`src/rtl/nn_instr_decode.sv`:
```
// nn_instr_decode: buffers fetched instruction words in a FIFO, decodes them
// and expands LOAD_W bursts into per-weight records for the execute stage.
module nn_instr_decode #(
  parameter int FIFO_DEPTH = 4,
  parameter int IDX_W      = 12
) (
  input  logic             clk,
  input  logic             rst_n,
  input  logic             instr_valid,
  input  logic [31:0]      instr_data,
  output logic             instr_ready,
  output logic             dec_valid,
  input  logic             dec_ready,
  output logic [2:0]       dec_op,
  output logic [3:0]       dec_layer,
  output logic [IDX_W-1:0] dec_neuron,
  output logic [11:0]      dec_imm,
  output logic [31:0]      dec_weight,
  output logic             err_illegal,
  output logic [7:0]       err_count,
  output logic             halted
);
  localparam int AW = $clog2(FIFO_DEPTH);
  typedef enum logic [1:0] {S_DECODE, S_WEIGHTS, S_HALTED} state_t;
  logic [31:0]      r_mem [FIFO_DEPTH];
  logic [AW-1:0]    r_wp, r_rp;
  logic [AW:0]      r_cnt;
  state_t           r_state, w_state_nx;
  logic [IDX_W-1:0] r_base;
  logic [3:0]       r_layer;
  logic [11:0]      r_rem;
  logic [31:0]      w_word;
  logic [3:0]       w_opc;
  logic             w_push, w_load, w_in_w, w_illegal, w_emit, w_start_burst;
  logic [2:0]       w_op;
  logic [3:0]       w_layer;
  logic [IDX_W-1:0] w_neuron;
  logic [11:0]      w_imm;
  logic [31:0]      w_weight;
  assign w_word      = r_mem[r_rp];
  assign w_opc       = w_word[31:28];
  assign instr_ready = r_cnt != (AW+1)'(FIFO_DEPTH);
  assign w_push      = instr_valid && instr_ready;
  assign w_load      = (!dec_valid || dec_ready) && r_cnt != '0 && r_state != S_HALTED;
  always_ff @(posedge clk)
    if (w_push) r_mem[r_wp] <= instr_data;
  always_ff @(posedge clk or negedge rst_n)
    if (!rst_n) r_state <= S_DECODE;
    else        r_state <= w_state_nx;
  always_comb begin
    w_state_nx = r_state;
    if (w_load && w_in_w && r_rem == 12'd1) w_state_nx = S_DECODE;
    else if (w_start_burst)                 w_state_nx = S_WEIGHTS;
    else if (w_emit && !w_in_w && w_opc == 4'd4) w_state_nx = S_HALTED;
  end
  // Payload words bypass the opcode check entirely while a burst is open.
  always_comb begin
    w_in_w        = r_state == S_WEIGHTS;
    w_illegal     = w_load && !w_in_w && w_opc > 4'd4;
    w_emit        = w_load && !w_illegal;
    w_start_burst = w_emit && !w_in_w && w_opc == 4'd2 && w_word[11:0] != 12'd0;
    w_op          = w_in_w ? 3'd5 : w_opc[2:0];
    w_layer       = w_in_w ? r_layer : w_word[27:24];
    w_neuron      = w_in_w ? r_base : w_word[23:12];
    w_imm         = w_in_w ? r_rem - 12'd1 : w_word[11:0];
    w_weight      = w_in_w ? w_word : 32'd0;
  end
  always_ff @(posedge clk or negedge rst_n)
    if (!rst_n) begin
      r_wp        <= '0;
      r_rp        <= '0;
      r_cnt       <= '0;
      r_base      <= '0;
      r_layer     <= '0;
      r_rem       <= '0;
      dec_valid   <= 1'b0;
      dec_op      <= '0;
      dec_layer   <= '0;
      dec_neuron  <= '0;
      dec_imm     <= '0;
      dec_weight  <= '0;
      err_illegal <= 1'b0;
      err_count   <= '0;
      halted      <= 1'b0;
    end else begin
      if (w_push) r_wp <= r_wp + AW'(1);
      if (w_load) r_rp <= r_rp + AW'(1);
      r_cnt <= r_cnt + (AW+1)'(w_push) - (AW+1)'(w_load);
      if (w_start_burst) begin
        r_base  <= w_word[23:12];
        r_layer <= w_word[27:24];
        r_rem   <= w_word[11:0];
      end else if (w_load && w_in_w) begin
        r_base <= r_base + IDX_W'(1);
        r_rem  <= r_rem - 12'd1;
      end
      if (w_emit) begin
        dec_valid  <= 1'b1;
        dec_op     <= w_op;
        dec_layer  <= w_layer;
        dec_neuron <= w_neuron;
        dec_imm    <= w_imm;
        dec_weight <= w_weight;
      end else if (dec_ready) dec_valid <= 1'b0;
      err_illegal <= w_illegal;
      if (w_illegal && err_count != 8'hFF) err_count <= err_count + 8'd1;
      if (dec_valid && dec_ready && dec_op == 3'd4) halted <= 1'b1;
    end
endmodule
```
`config.mk`:
```
export PLATFORM = sky130hd
export DESIGN_NAME = nn_instr_decode
export DESIGN_NICKNAME = d
export VERILOG_FILES = /design/src/rtl/nn_instr_decode.sv
export SDC_FILE = /design/constraint.sdc
export NUM_CORES = 1
export LEC_CHECK = 0
export CORE_ASPECT_RATIO = 0.75
export CORE_MARGIN = 4
export CORE_UTILIZATION = 60
export CTS_CLUSTER_DIAMETER = 30
export DETAILED_ROUTE_END_ITERATION = 16
export HOLD_SLACK_MARGIN = 0.15
export PLACE_DENSITY = 0.9
export SKIP_CTS_REPAIR_TIMING = 1
export SYNTH_ARGS = -nofsm -noshare
export SYNTH_HDL_FRONTEND = slang
export SYNTH_SLANG_ARGS = --single-unit
```
`constraint.sdc`:
```
create_clock -name clk -period 4.4 [get_ports clk]
set_input_delay 0.88 -clock clk [delete_from_list [all_inputs] [get_ports clk]]
set_output_delay 0.88 -clock clk [all_outputs]
set_load 0.05 [all_outputs]
```
* Yosys cells after proc, flatten, opt, wreduce, memory -nomap -nowiden *
Memory sizes are Yosys's and may differ from the RTL's.
Cells that the tools add are included.

storage, ports and cells
  flip-flop bits (word level) = 111
  RAM bits = 128
  input port bits = 36
  output and inout bits = 75
  logic and storage cells = 73
  memories = 1

memories
  memory  depth  bits a word  read ports  clocked after memory_dff  write ports  RTL line  text
  r_mem   4      32           1           0                         1            25        logic [31:0] r_mem [FIFO_DEPTH];

operators by class
  add/subtract/negate cells = 7
  magnitude comparators = 1
  equality and inequality tests = 8
  muxes and demuxes = 16
  reductions and logical operators = 24

operator list
  kind                                                                              count
  12-bit two-way mux                                                                6
  32-bit two-way mux                                                                1
  1-bit logical AND                                                                 15
  12-bit by 1-bit adder with 12-bit output (second input constant)                  1
  12-bit by 1-bit equality test with 1-bit output (second input constant)           1
  12-bit nonzero test                                                               1
  12-bit by 1-bit subtractor with 12-bit output (second input constant)             1
  8-bit by 1-bit adder with 8-bit output (second input constant)                    1
  8-bit inequality test (second input constant)                                     1
  2-bit two-way mux                                                                 3
  3-bit nonzero test                                                                2
  2-bit by 1-bit adder with 2-bit output (second input constant)                    2
  4-bit by 2-bit equality test with 1-bit output (second input constant)            1
  4-bit by 3-bit equality test with 1-bit output (second input constant)            1
  4-bit by 3-bit greater-than comparator with 1-bit output (second input constant)  1
  1-bit two-way mux                                                                 4
  4-bit two-way mux                                                                 1
  2-bit nonzero test                                                                2
  3-bit by 1-bit adder with 3-bit output                                            1
  3-bit equality test (second input constant)                                       1
  1-bit zero test                                                                   3
  3-bit two-way mux                                                                 1
  3-bit inequality test (second input constant)                                     1
  3-bit by 1-bit subtractor with 3-bit output                                       1
  3 further kinds                                                                   3

* Longest topological paths before layout *
Gate-level depths: netlist (run 1).

  depth in word-level cells = 13
  depth in mapped cells = 10
  gate-level depth less buffers = 9

* Least setup slack after synthesis (run 1) *
Ideal clock, no wire load.

  path kind = input-to-reg
  from = in dec_ready
  to = reg r_cnt[2]
  library setup time = 0.123 ns
  arrival = 2.818 ns
  data required time = 4.277 ns
  slack = 1.459 ns
  stages = 10
  buffers on the path = 2
  path through = nor2b_1 > nor2_1 > o21a_1 > clkbuf_1 > clkbuf_1 > ha_1 > inv_1 > ha_1 > fa_1 > xnor2_1

on the way
  longest elaborated chain between the ends = 4

ends and longest elaborated chain
  what                                         RTL line  text
  from (decl)                                  13        input logic dec_ready,
  1-bit logical OR                             44        assign w_load = (!dec_valid || dec_ready) && r_cnt != '0 && r_state != S_HALTED;
  1-bit logical AND (2 in series)              44
  via w_load                                   34        logic w_push, w_load, w_in_w, w_illegal, w_emit, w_start_burst;
  3-bit by 1-bit subtractor with 3-bit output  88        r_cnt <= r_cnt + (AW+1)'(w_push) - (AW+1)'(w_load);
  to (signal assigned)                         88
  to (decl)                                    27        logic [AW:0] r_cnt;

The timed path passes the listed nets, and every way through them passes these cells.
A chain may end at the register's enable or synchronous reset.

* Final worst setup path (run 1) *
  from = reg r_rp[0]
  to = reg r_rem[1]

on the way
  longest elaborated chain between the ends = 9
  elaborated cells between the ends (all ways) = 12
  classes of those cells = order compare: 1; eq/ne: 1; mux: 1; reduce/logical: 8; memory: 1

ends and longest elaborated chain
  what                                                             RTL line  text
  from (decl)                                                      26        logic [AW-1:0] r_wp, r_rp;
  from (signal assigned)                                           87        if (w_load) r_rp <= r_rp + AW'(1);
  memory 4 x 32 bit *                                              --
  4-bit by 3-bit greater-than comparator with 1-bit output         59        w_illegal = w_load && !w_in_w && w_opc > 4'd4;
  1-bit logical AND                                                59
  1-bit zero test                                                  60        w_emit = w_load && !w_illegal;
  1-bit logical AND                                                60
  1-bit logical AND (3 in series)                                  61        w_start_burst = w_emit && !w_in_w && w_opc == 4'd2 && w_word[11:0] != 12'd0;
  12-bit two-way mux / 2-bit nonzero test (equally long branches)  --
  to (signal assigned)                                             92        r_rem <= w_word[11:0];
  to (signal assigned)                                             95        r_rem <= r_rem - 12'd1;
  to (decl)                                                        31        logic [11:0] r_rem;

Mark *: on every way between the ends. The rest lies on a longest branch, timed or not.

==> impl_metrics.csv, run 1 <==
group,metric,value,unit
yosys,synth_cell_type_count,47,
critical_path,slowest_stage,"dfrtp_2",
power_and_ir_drop,pwr-share-seq,0.464,
power_and_ir_drop,p_per_area,479,nW/um^2
power_and_ir_drop,p_sw,1470,uW
floorplanning,ios,111,
timing,hold_viol_final,0,
cells_and_area,drive_gt1_frac,0.145,
power_and_ir_drop,power_frac_comb,0.094,
cells_and_area,utilization,0.766,
timing,fin_tns_setup,0,ps
route,ant_nets,0,
run_status,status,"finished, final reports clean",
global_route,antenna_found_initial,0,
critical_path,path_buf_inv,0,
timing,clock-skew-final,14.5,ps
power_and_ir_drop,power_leakage,0.00489,uW
yosys,ys.warnings.count,0,
yosys,synthArstFlopShare,0.464,
critical_path,end_kind,"flop",
cells_and_area,nets,829,
route,routed_wl,24700,um
placement,dp_hpwl,15700,um
power_and_ir_drop,swShare,0.249,
global_route,grt_max_degree,47,
critical_path,path_delay_family,"simple AND/OR/NAND/NOR gates",
critical_path,cp_cell_sequence,"mux4_2, nor4_2, and3_1, nand2_2, mux2_1",
floorplanning,fp.dieW,156,um
clock_tree,cts_buffers,34,
route,routed.top_layer,"met4",
route,wirelength_met1,10100,um
critical_path,rrSetupSlack,1050,ps
critical_path,path_max_fanout,25,
critical_path,crit_type,"reg -> reg",
clock_tree,insertion_delay,490,ps
critical_path,arrival,3710,ps
timing,period_share,0.761,
floorplanning,die_h,119,um
worst_hold_path,min_path_type,"in -> async",
cells_and_area,area_growth,24.5,%
yosys,synth_seq_cells,239,
yosys,syn-num-nets,703,
route,avgViaCountPerCell,6.33,
timing,period_minus_slack,3350,ps
route,wl_met3,2180,um
yosys,synth-edff-count,128,
timing,slew_headroom,0.323,
placement,numPortBuffers,110,
timing,maxSlewViolCount,0,
timing,setup_slack,1050,ps
floorplanning,die_area,18700,um^2
placement,dp_worst_setup_slack,1080,ps
power_and_ir_drop,p_int,4440,uW
yosys,avgSynthCellArea,15.1,um^2
timing,fmax,299,MHz
placement,gp_congestion,0.940,
clock_tree,htree_num_levels,2,
clock_tree,clk_path_buf_depth,3,
cells_and_area,fillers,901,
route,drc,0,
timing,rsz0062_at_grt,"no",
floorplanning,core,16100,um^2
route,vias,6420,
clock_tree,clock-root-buffer,"clkbuf_16",
yosys,syn-cell-area,9920,um^2
global_route,grt_overflow,0,
clock_tree,cts_tree,"done",
yosys,yosysSeqAreaShare,0.668,
critical_path,start_kind,"flop",
yosys,netlist_instances,656,
critical_path,cp_slowest_stage_delay,910,ps
global_route,grt_pass1_vias,6401,
route,avgRoutedWirePerCell,24.3,um
power_and_ir_drop,ir_drop,0.470,mV
cells_and_area,diodes,0,
floorplanning,row_count,40,
yosys,ys.flop_type,"edfxtp_1",
route,met2_length,11700,um
job,maxCapViolations,0,
floorplanning,start_util,0.615,
route,first_iter_violations,705,
global_route,grt_first_pass_wirelength,37900,um
timing,tightest_slew,1020,ps
global_route,track_usage,0.267,
clock_tree,cts.sinks,239,
power_and_ir_drop,clock_power_share,0.441,
critical_path,critPathRequiredTime,4770,ps
timing,hold_slack,402,ps
clock_tree,path_clk_slew,60,ps
timing,finalSetupViolations,0,
route,drt-pass1-iter-count,5,
[logic make-up after synthesis]
kind of cell,synth area share
muxes,0.117
DFF,0.668
adders and majority gates,0.0146
and+or+nand+nor,0.0647
xor gates and xnor gates,0.0380
AOI/OAI and AO/OA,0.0761
buffers and inverters,0.0218
[layout make-up]
class | instances | area, um^2 | share of cell area
Timing Repair Buffer | 126 | 1220 | 0.0987
Sequential cell | 239 | 6620 | 0.536
Tap cell | 210 | 263 | 0.0213
Clock buffer | 39 | 901 | 0.0730
Clock inverter | 20 | 198 | 0.0160
Multi-Input combinational cell | 366 | 3090 | 0.250
Inverter | 15 | 56.3 | 0.00456
[flip-flops by register name, indices dropped and copies added (netlist names), 4 cells and up]
signal and flops:
dec_imm 12, dec_weight 32, dec_layer 4, r_layer 4
r_rem 12, r_mem 128, r_base 12, dec_neuron 12
err_count 8
[worst paths after layout]
| kind | start | to | cells after the start |
|---|---|---|---|
| max | r_rp[0] | r_rem[1] | 5 |
| min | rst_n | r_base[1] | 1 |
| max reg2reg | r_rp[0] | r_rem[1] | 5 |
| min reg2reg | halted | halted | 1 |
| max in group asynchronous | rst_n | r_rp[0] | 2 |
| min in group clk | halted | halted | 1 |
[per-stage QoR]
step | instance area (um^2) | total power [uW] | cells
floorplan | 9920 | 3050 | 656
global placement | 11200 | 3260 | 956
detailed placement | 11200 | 3310 | 956
CTS | 12300 | 5930 | 1015
global route | 12300 | 6100 | 1015
finish | 12300 | 5910 | 1015
[cell usage after synthesis, types with 3 or more instances]
cell	count	area, um^2
a221o_1	3	30.0
a22o_1	32	280
nor4_2	3	37.5
ha_1	10	125
xor2_1	15	131
nor2_1	19	71.3
buf_2	5	25.0
nand3_1	22	110
a31oi_1	17	106
o21ai_0	14	70.1
xnor2_1	28	245
mux2_2	3	33.8
a21oi_1	26	130
and3_1	7	43.8
nor3_1	13	65.1
nor4_1	11	68.8
mux2i_1	16	160
edfxtp_1	128	3840
dfrtp_1	111	2780
o21ai_1	13	65.1
clkbuf_1	26	97.6
mux4_2	32	721
inv_1	15	56.3
nand4_1	4	25.0
mux2_1	22	248
nand2_1	33	124
[power groups by stage]
| stage | combinational, uW | sequential [uW] | clock (uW) |
|---|---|---|---|
| 2_1_floorplan | 312 | 2740 | 0 |
| 3_3_place_gp | 521 | 2740 | 0 |
| 3_5_place_dp | 543 | 2770 | 0 |
| 4_1_cts | 556 | 2740 | 2630 |
| 5_1_grt | 604 | 2760 | 2740 |
| 6_report | 557 | 2740 | 2610 |
[layout by cell type (no fill, tap or decap), types with 3 or more instances in the layout]
| master | synthesis | final |
|---|---|---|
| clkbuf_16 | 0 | 35 |
| a31oi_1 | 17 | 17 |
| clkinv_4 | 0 | 4 |
| ha_1 | 10 | 10 |
| nor4_1 | 11 | 11 |
| inv_6 | 0 | 3 |
| and3_1 | 7 | 7 |
| edfxtp_1 | 128 | 128 |
| xor2_1 | 15 | 15 |
| clkdlybuf4s50_1 | 0 | 109 |
| mux2_2 | 3 | 3 |
| xnor2_1 | 28 | 28 |
| nor3_1 | 13 | 12 |
| clkinv_2 | 0 | 4 |
| a221o_1 | 3 | 3 |
| nand4_1 | 4 | 4 |
| clkinvlp_4 | 0 | 4 |
| clkbuf_1 | 26 | 3 |
| mux2_1 | 22 | 22 |
| inv_1 | 15 | 15 |
| nor4_2 | 3 | 3 |
| nor2_1 | 19 | 19 |
| o21ai_0 | 14 | 14 |
| mux2i_1 | 16 | 16 |
| dfrtp_1 | 111 | 110 |
| o21ai_1 | 13 | 13 |
| nand3_1 | 22 | 22 |
| buf_4 | 1 | 17 |
| nand2_1 | 33 | 33 |
| a21oi_1 | 26 | 26 |
| a22o_1 | 32 | 32 |
| mux4_2 | 32 | 32 |
[layer usage]
metal  GRT usage  up-vias
met5           0        -
met1       0.390     3253
met2       0.412      368
met3      0.0574       51
met4      0.0775        0
li1            -     2748
No activity file was read; power rests on OpenSTA's default activity.
==> run 2, diff against run 1 <==
CORE_UTILIZATION = 51   (was 60)
PLACE_DENSITY = 0.82   (was 0.9)
clock period = 2.8 ns   (was 4.4 ns; I/O delays follow)
==> run 2 against run 1 <==
  * Count of clock-buffer cells in the layout is 2 higher
  * Power is 66% higher
  * Via count hardly changed
  * First-iteration DRC count is 0.99% higher
  * Worst hold slack better by 67 ps
  * Critical path type is now reg -> out
  * Critical endpoint is now instr_ready
==> impl_metrics.csv, run 2 (same netlist as run 1, synthesis figures left out) <==
group,metric,value,unit
power_and_ir_drop,power_leakage,0.00509,uW
critical_path,path_max_fanout,6,
cells_and_area,final_cell_mix,"128 x edfxtp_1, 110 x dfrtp_1, 109 x clkdlybuf4s50_1",
global_route,track_usage,0.218,
placement,dp_hpwl,15200,um
placement,placed_cell_area,11500,um^2
timing,maxSlewViolCount,0,
critical_path,slowest_stage,"clkdlybuf4s50_1",
cells_and_area,final_cells,1081,
floorplanning,core,18800,um^2
cells_and_area,largest_reg_flops,128,
power_and_ir_drop,power_frac_comb,0.092,
floorplanning,start_util,0.528,
critical_path,rrSetupSlack,200,ps
route,ant_nets,0,
floorplanning,ios,111,
critical_path,crit_end,"instr_ready",
power_and_ir_drop,p_total,9780,uW
cells_and_area,area_growth,28.6,%
timing,clock-skew-final,19.3,ps
critical_path,critPathRequiredTime,2240,ps
timing,fin_tns_setup,0,ps
timing,period_minus_slack,2600,ps
global_route,grt_first_pass_wirelength,36700,um
critical_path,ff2ff_path_depth,7,
critical_path,crit_type,"reg -> out",
clock_tree,cts_tree,"done",
route,drt-pass1-iter-count,6,
route,avgRoutedWirePerCell,21.9,um
critical_path,crit_path_start,"r_cnt[1]",
timing,hold_viol_final,0,
critical_path,cp_slowest_stage_delay,850,ps
placement,dp_cells,1013,
cells_and_area,utilization,0.679,
cells_and_area,fin_area,12800,um^2
timing,slew_headroom,0.563,
global_route,grt_overflow,0,
cells_and_area,regMostFlops,"r_mem",
power_and_ir_drop,clock_power_share,0.468,
power_and_ir_drop,p_sw,2400,uW
power_and_ir_drop,swShare,0.245,
cells_and_area,drive_gt1_frac,0.177,
cells_and_area,fillers,1199,
placement,gp_congestion,0.946,
timing,tightest_slew,655,ps
floorplanning,row_count,43,
worst_hold_path,min_path_type,"reg -> reg",
clock_tree,path_clk_slew,50,ps
cells_and_area,nets,853,
global_route,grt_pass1_vias,6509,
floorplanning,fp.dieW,169,um
route,first_iter_violations,712,
clock_tree,clk_path_buf_depth,3,
clock_tree,cts.sinks,239,
timing,finalSetupViolations,0,
global_route,antenna_found_initial,0,
floorplanning,die_area,21800,um^2
power_and_ir_drop,ir_drop,0.540,mV
placement,numPortBuffers,110,
clock_tree,htree_num_levels,2,
route,routed_wl,23700,um
route,avgViaCountPerCell,5.93,
clock_tree,clock-root-buffer,"clkbuf_16",
timing,fmax,385,MHz
clock_tree,insertion_delay,510,ps
timing,period_share,0.928,
route,drc,0,
run_status,status,"finished, final reports clean",
cells_and_area,multi_input_area,3090,um^2
power_and_ir_drop,pwr-share-seq,0.440,
cells_and_area,seq_area,6620,um^2
cells_and_area,final_common_cell,"edfxtp_1",
critical_path,rr_endpoint,"r_base[10]",
clock_tree,cts_buffers,37,
critical_path,reg2reg_from,"r_rp[0]",
route,vias,6414,
power_and_ir_drop,p_int,7380,uW
job,maxCapViolations,0,
critical_path,arrival,2040,ps
power_and_ir_drop,p_per_area,766,nW/um^2
timing,rsz0062_at_grt,"no",
floorplanning,die_h,129,um
cells_and_area,diodes,0,
cells_and_area,top_regs,"r_mem: 128 flops, dec_weight: 32 flops",
critical_path,cp_cell_sequence,"nor2_1, nand2_1, clkdlybuf4s50_1",
critical_path,start_kind,"flop",
critical_path,end_kind,"output pin",
global_route,grt_max_degree,51,
## run 2: cell types whose count changed in the layout (fill, tap and decap cells not counted), moves of 2 or more
cell and delta:
buf_4 +17, buf_12 +3, inv_6 +3, bufinv_16 +2, clkbuf_16 +2, clkinv_4 +2
clkinvlp_4 -2
## run 2: metrics by stage
step	setup slack, ps	hold WS (ps)
after floorplan	24.2	264
after global placement	-37.8	451
after detailed placement	-85.7	458
after CTS	81.9	99.9
after global routing	93.5	499
final	202	469
## run 2: critical path, delay by kind of cell, from the launching register on
| family | cells | cell delay [ps] |
|---|---|---|
| simple gates | 2 | 260 |
| buf+inv | 1 | 850 |
| flops | 1 | 410 |
## run 2: routing by layer
metal	up-vias	track usage	routed length [um]
met4	0	0.0672	473
met2	332	0.351	11500
li1	2812	-	-
met3	56	0.0519	1860
met5	-	0	0
met1	3214	0.302	9820
## run 2: worst min-delay path by stage
stage	start	end	slack (ps)	cells past startpoint
final	halted	halted	470	1
after detailed placement	halted	halted	460	1
after floorplan	rst_n	dec_imm[0]	260	0
after CTS	rst_n	dec_weight[2]	100	1
after global placement	halted	halted	450	1
after global routing	dec_imm[6]	dec_imm[6]	500	1
## run 2: area by class of cell
type / count / share of cell area
tap: 247 / 0.0242
clock inverter: 26 / 0.0234
inverter: 15 / 0.00441
multi-input combinational: 366 / 0.243
clock buffer: 41 / 0.0753
sequential: 239 / 0.519
timing repair buffer: 147 / 0.111
## run 2: power by group through the flow
stage                     logic, uW  registers (uW)  clock network [uW]
after floorplan                 490            4300                   0
after global placement          857            4300                   0
after detailed placement        893            4350                   0
final                           903            4300                4570
after global routing            990            4320                4840
after CTS                       906            4300                4640
==> run 3, diff against run 2 <==
--- a/config.mk
+++ b/config.mk
@@ -9,3 +9,3 @@
 export CORE_MARGIN = 4
-export CORE_UTILIZATION = 51
+export CORE_UTILIZATION = 50
 export CTS_CLUSTER_DIAMETER = 30
@@ -13,3 +13,3 @@
 export HOLD_SLACK_MARGIN = 0.15
-export PLACE_DENSITY = 0.82
+export PLACE_DENSITY = 0.81
 export SKIP_CTS_REPAIR_TIMING = 1
==> constraint.sdc (replaced) <==
create_clock -name clk -period 2.8 [get_ports clk]
set_input_delay 0.84 -clock clk [delete_from_list [all_inputs] [get_ports clk]]
set_output_delay 0.84 -clock clk [all_outputs]
set_load 0.05 [all_outputs]
==> run 3 against run 2 <==
  * Clock power grew 3%
  * Die area grew 1.9%
  * Setup slack lost 68 ps
  * Sequential cell count is the same
  * Clock skew is essentially flat
  * Sequential power is essentially flat
  * Cell count grew 2.7%
  * Wire length grew 1.8%
  * Largest power group unchanged
==> impl_metrics.csv, run 3 (same netlist as run 1, synthesis figures left out) <==
group,metric,value,unit
clock_tree,htree_num_levels,2,
timing,fmax,375,MHz
placement,dp_hpwl,15700,um
placement,placed_cell_area,11700,um^2
cells_and_area,final_cell_mix,"128 x edfxtp_1, 110 x dfrtp_1, 108 x clkdlybuf4s50_1",
cells_and_area,final_common_cell,"edfxtp_1",
critical_path,start_kind,"flop",
global_route,grt_pass1_vias,6673,
placement,dp_worst_setup_slack,-73.8,ps
cells_and_area,regMostFlops,"r_mem",
cells_and_area,fillers,1326,
global_route,track_usage,0.220,
route,drc,0,
power_and_ir_drop,power_leakage,0.00524,uW
route,avgViaCountPerCell,5.84,
floorplanning,start_util,0.510,
timing,rsz0062_at_grt,"no",
placement,gp_congestion,0.870,
floorplanning,core,19400,um^2
clock_tree,cts_tree,"done",
cells_and_area,utilization,0.672,
timing,period_minus_slack,2670,ps
critical_path,path_max_fanout,18,
global_route,grt_max_degree,54,
route,avgRoutedWirePerCell,21.7,um
power_and_ir_drop,p_total,10000,uW
clock_tree,clock-root-buffer,"clkbuf_16",
placement,numPortBuffers,110,
timing,tightest_slew,536,ps
cells_and_area,area_growth,31.7,%
timing,setup_slack,133,ps
floorplanning,die_h,130,um
cells_and_area,drive_gt1_frac,0.202,
clock_tree,path_clk_slew,60,ps
clock_tree,cts.sinks,239,
timing,finalSetupViolations,0,
global_route,antenna_found_initial,0,
worst_hold_path,min_path_type,"in -> async",
global_route,grt_overflow,0,
clock_tree,clk_path_buf_depth,3,
power_and_ir_drop,p_per_area,766,nW/um^2
job,maxCapViolations,0,
timing,hold_viol_final,0,
critical_path,crit_type,"reg -> reg",
run_status,status,"finished, final reports clean",
timing,maxSlewViolCount,0,
power_and_ir_drop,ir_drop,0.539,mV
critical_path,rr_endpoint,"r_base[9]",
critical_path,reg2reg_from,"r_rp[0]",
route,routed_wl,24100,um
critical_path,arrival,3050,ps
floorplanning,ios,111,
cells_and_area,top_regs,"r_mem: 128 flops, dec_weight: 32 flops",
floorplanning,row_count,44,
route,drt-pass1-iter-count,5,
clock_tree,cts_buffers,38,
timing,slew_headroom,0.642,
critical_path,ff2ff_path_depth,8,
cells_and_area,diodes,0,
cells_and_area,nets,874,
floorplanning,fp.dieW,171,um
critical_path,end_kind,"flop",
floorplanning,die_area,22200,um^2
timing,period_share,0.952,
route,vias,6480,
timing,hold_slack,292,ps
route,ant_nets,0,
clock_tree,insertion_delay,510,ps
cells_and_area,fin_area,13100,um^2
timing,clock-skew-final,19.8,ps
critical_path,rrSetupSlack,130,ps
route,first_iter_violations,658,
cells_and_area,largest_reg_flops,128,
global_route,grt_first_pass_wirelength,37400,um
critical_path,critPathRequiredTime,3180,ps
run 3: cell count changes in the layout (fill, tap and decap cells not counted), moves of 3 or more:
| cell | previous run | this run |
|---|---|---|
| buf_12 | 3 | 10 |
| inv_6 | 6 | 9 |
| buf_4 | 34 | 48 |
| clkinv_2 | 5 | 2 |
run 3: worst max path at each step:
| stage | start | to | slack [ps] | cells after the start |
|---|---|---|---|---|
| floorplan | dec_ready | r_cnt[2] | 6 | 10 |
| global placement | dec_ready | r_layer[1] | 20 | 9 |
| detailed placement | dec_ready | r_layer[2] | -70 | 9 |
| CTS | r_cnt[1] | instr_ready | -120 | 3 |
| global route | r_rp[0] | r_base[9] | 30 | 8 |
| finish | r_rp[0] | r_base[9] | 130 | 8 |
run 3: power by group:
part	internal, uW	switching (uW)	leakage [uW]	total [uW]
Clock	2930	1760	0.000635	4690
Combinational	384	636	0.00198	1020
Sequential	4160	128	0.00263	4290
run 3: cell type report:
cell class,count,area (um^2),share of cell area
inverters,15,56.3,0.00431
repair buffers,167,1650,0.127
multi-input cells,366,3110,0.238
clock buffers,43,1000,0.0766
flip-flops and latches,239,6620,0.507
well taps,253,317,0.0242
clock inverters,27,300,0.0230
run 3: worst max-delay path, cell delays in order, from the launching register on:
cell	delay, ps
dfrtp_2	380
buf_12	190
mux4_2	590
nor4_2	360
and3_1	300
nor2_1	70
buf_4	160
buf_4	140
a221o_1	340
run 3: routing by layer:
metal	routed length [um]	up-vias	GRT usage
met4	526	0	0.0667
met1	10100	3295	0.306
li1	-	2851	-
met5	0	-	0
met2	11700	285	0.348
met3	1780	49	0.0542
run 3: metrics by stage:
step,std cells,setup TNS (ps)
after floorplan,656,0
after global routing,1110,0
final,1110,0
after detailed placement,1040,-967
after CTS,1110,-118
after global placement,1040,0
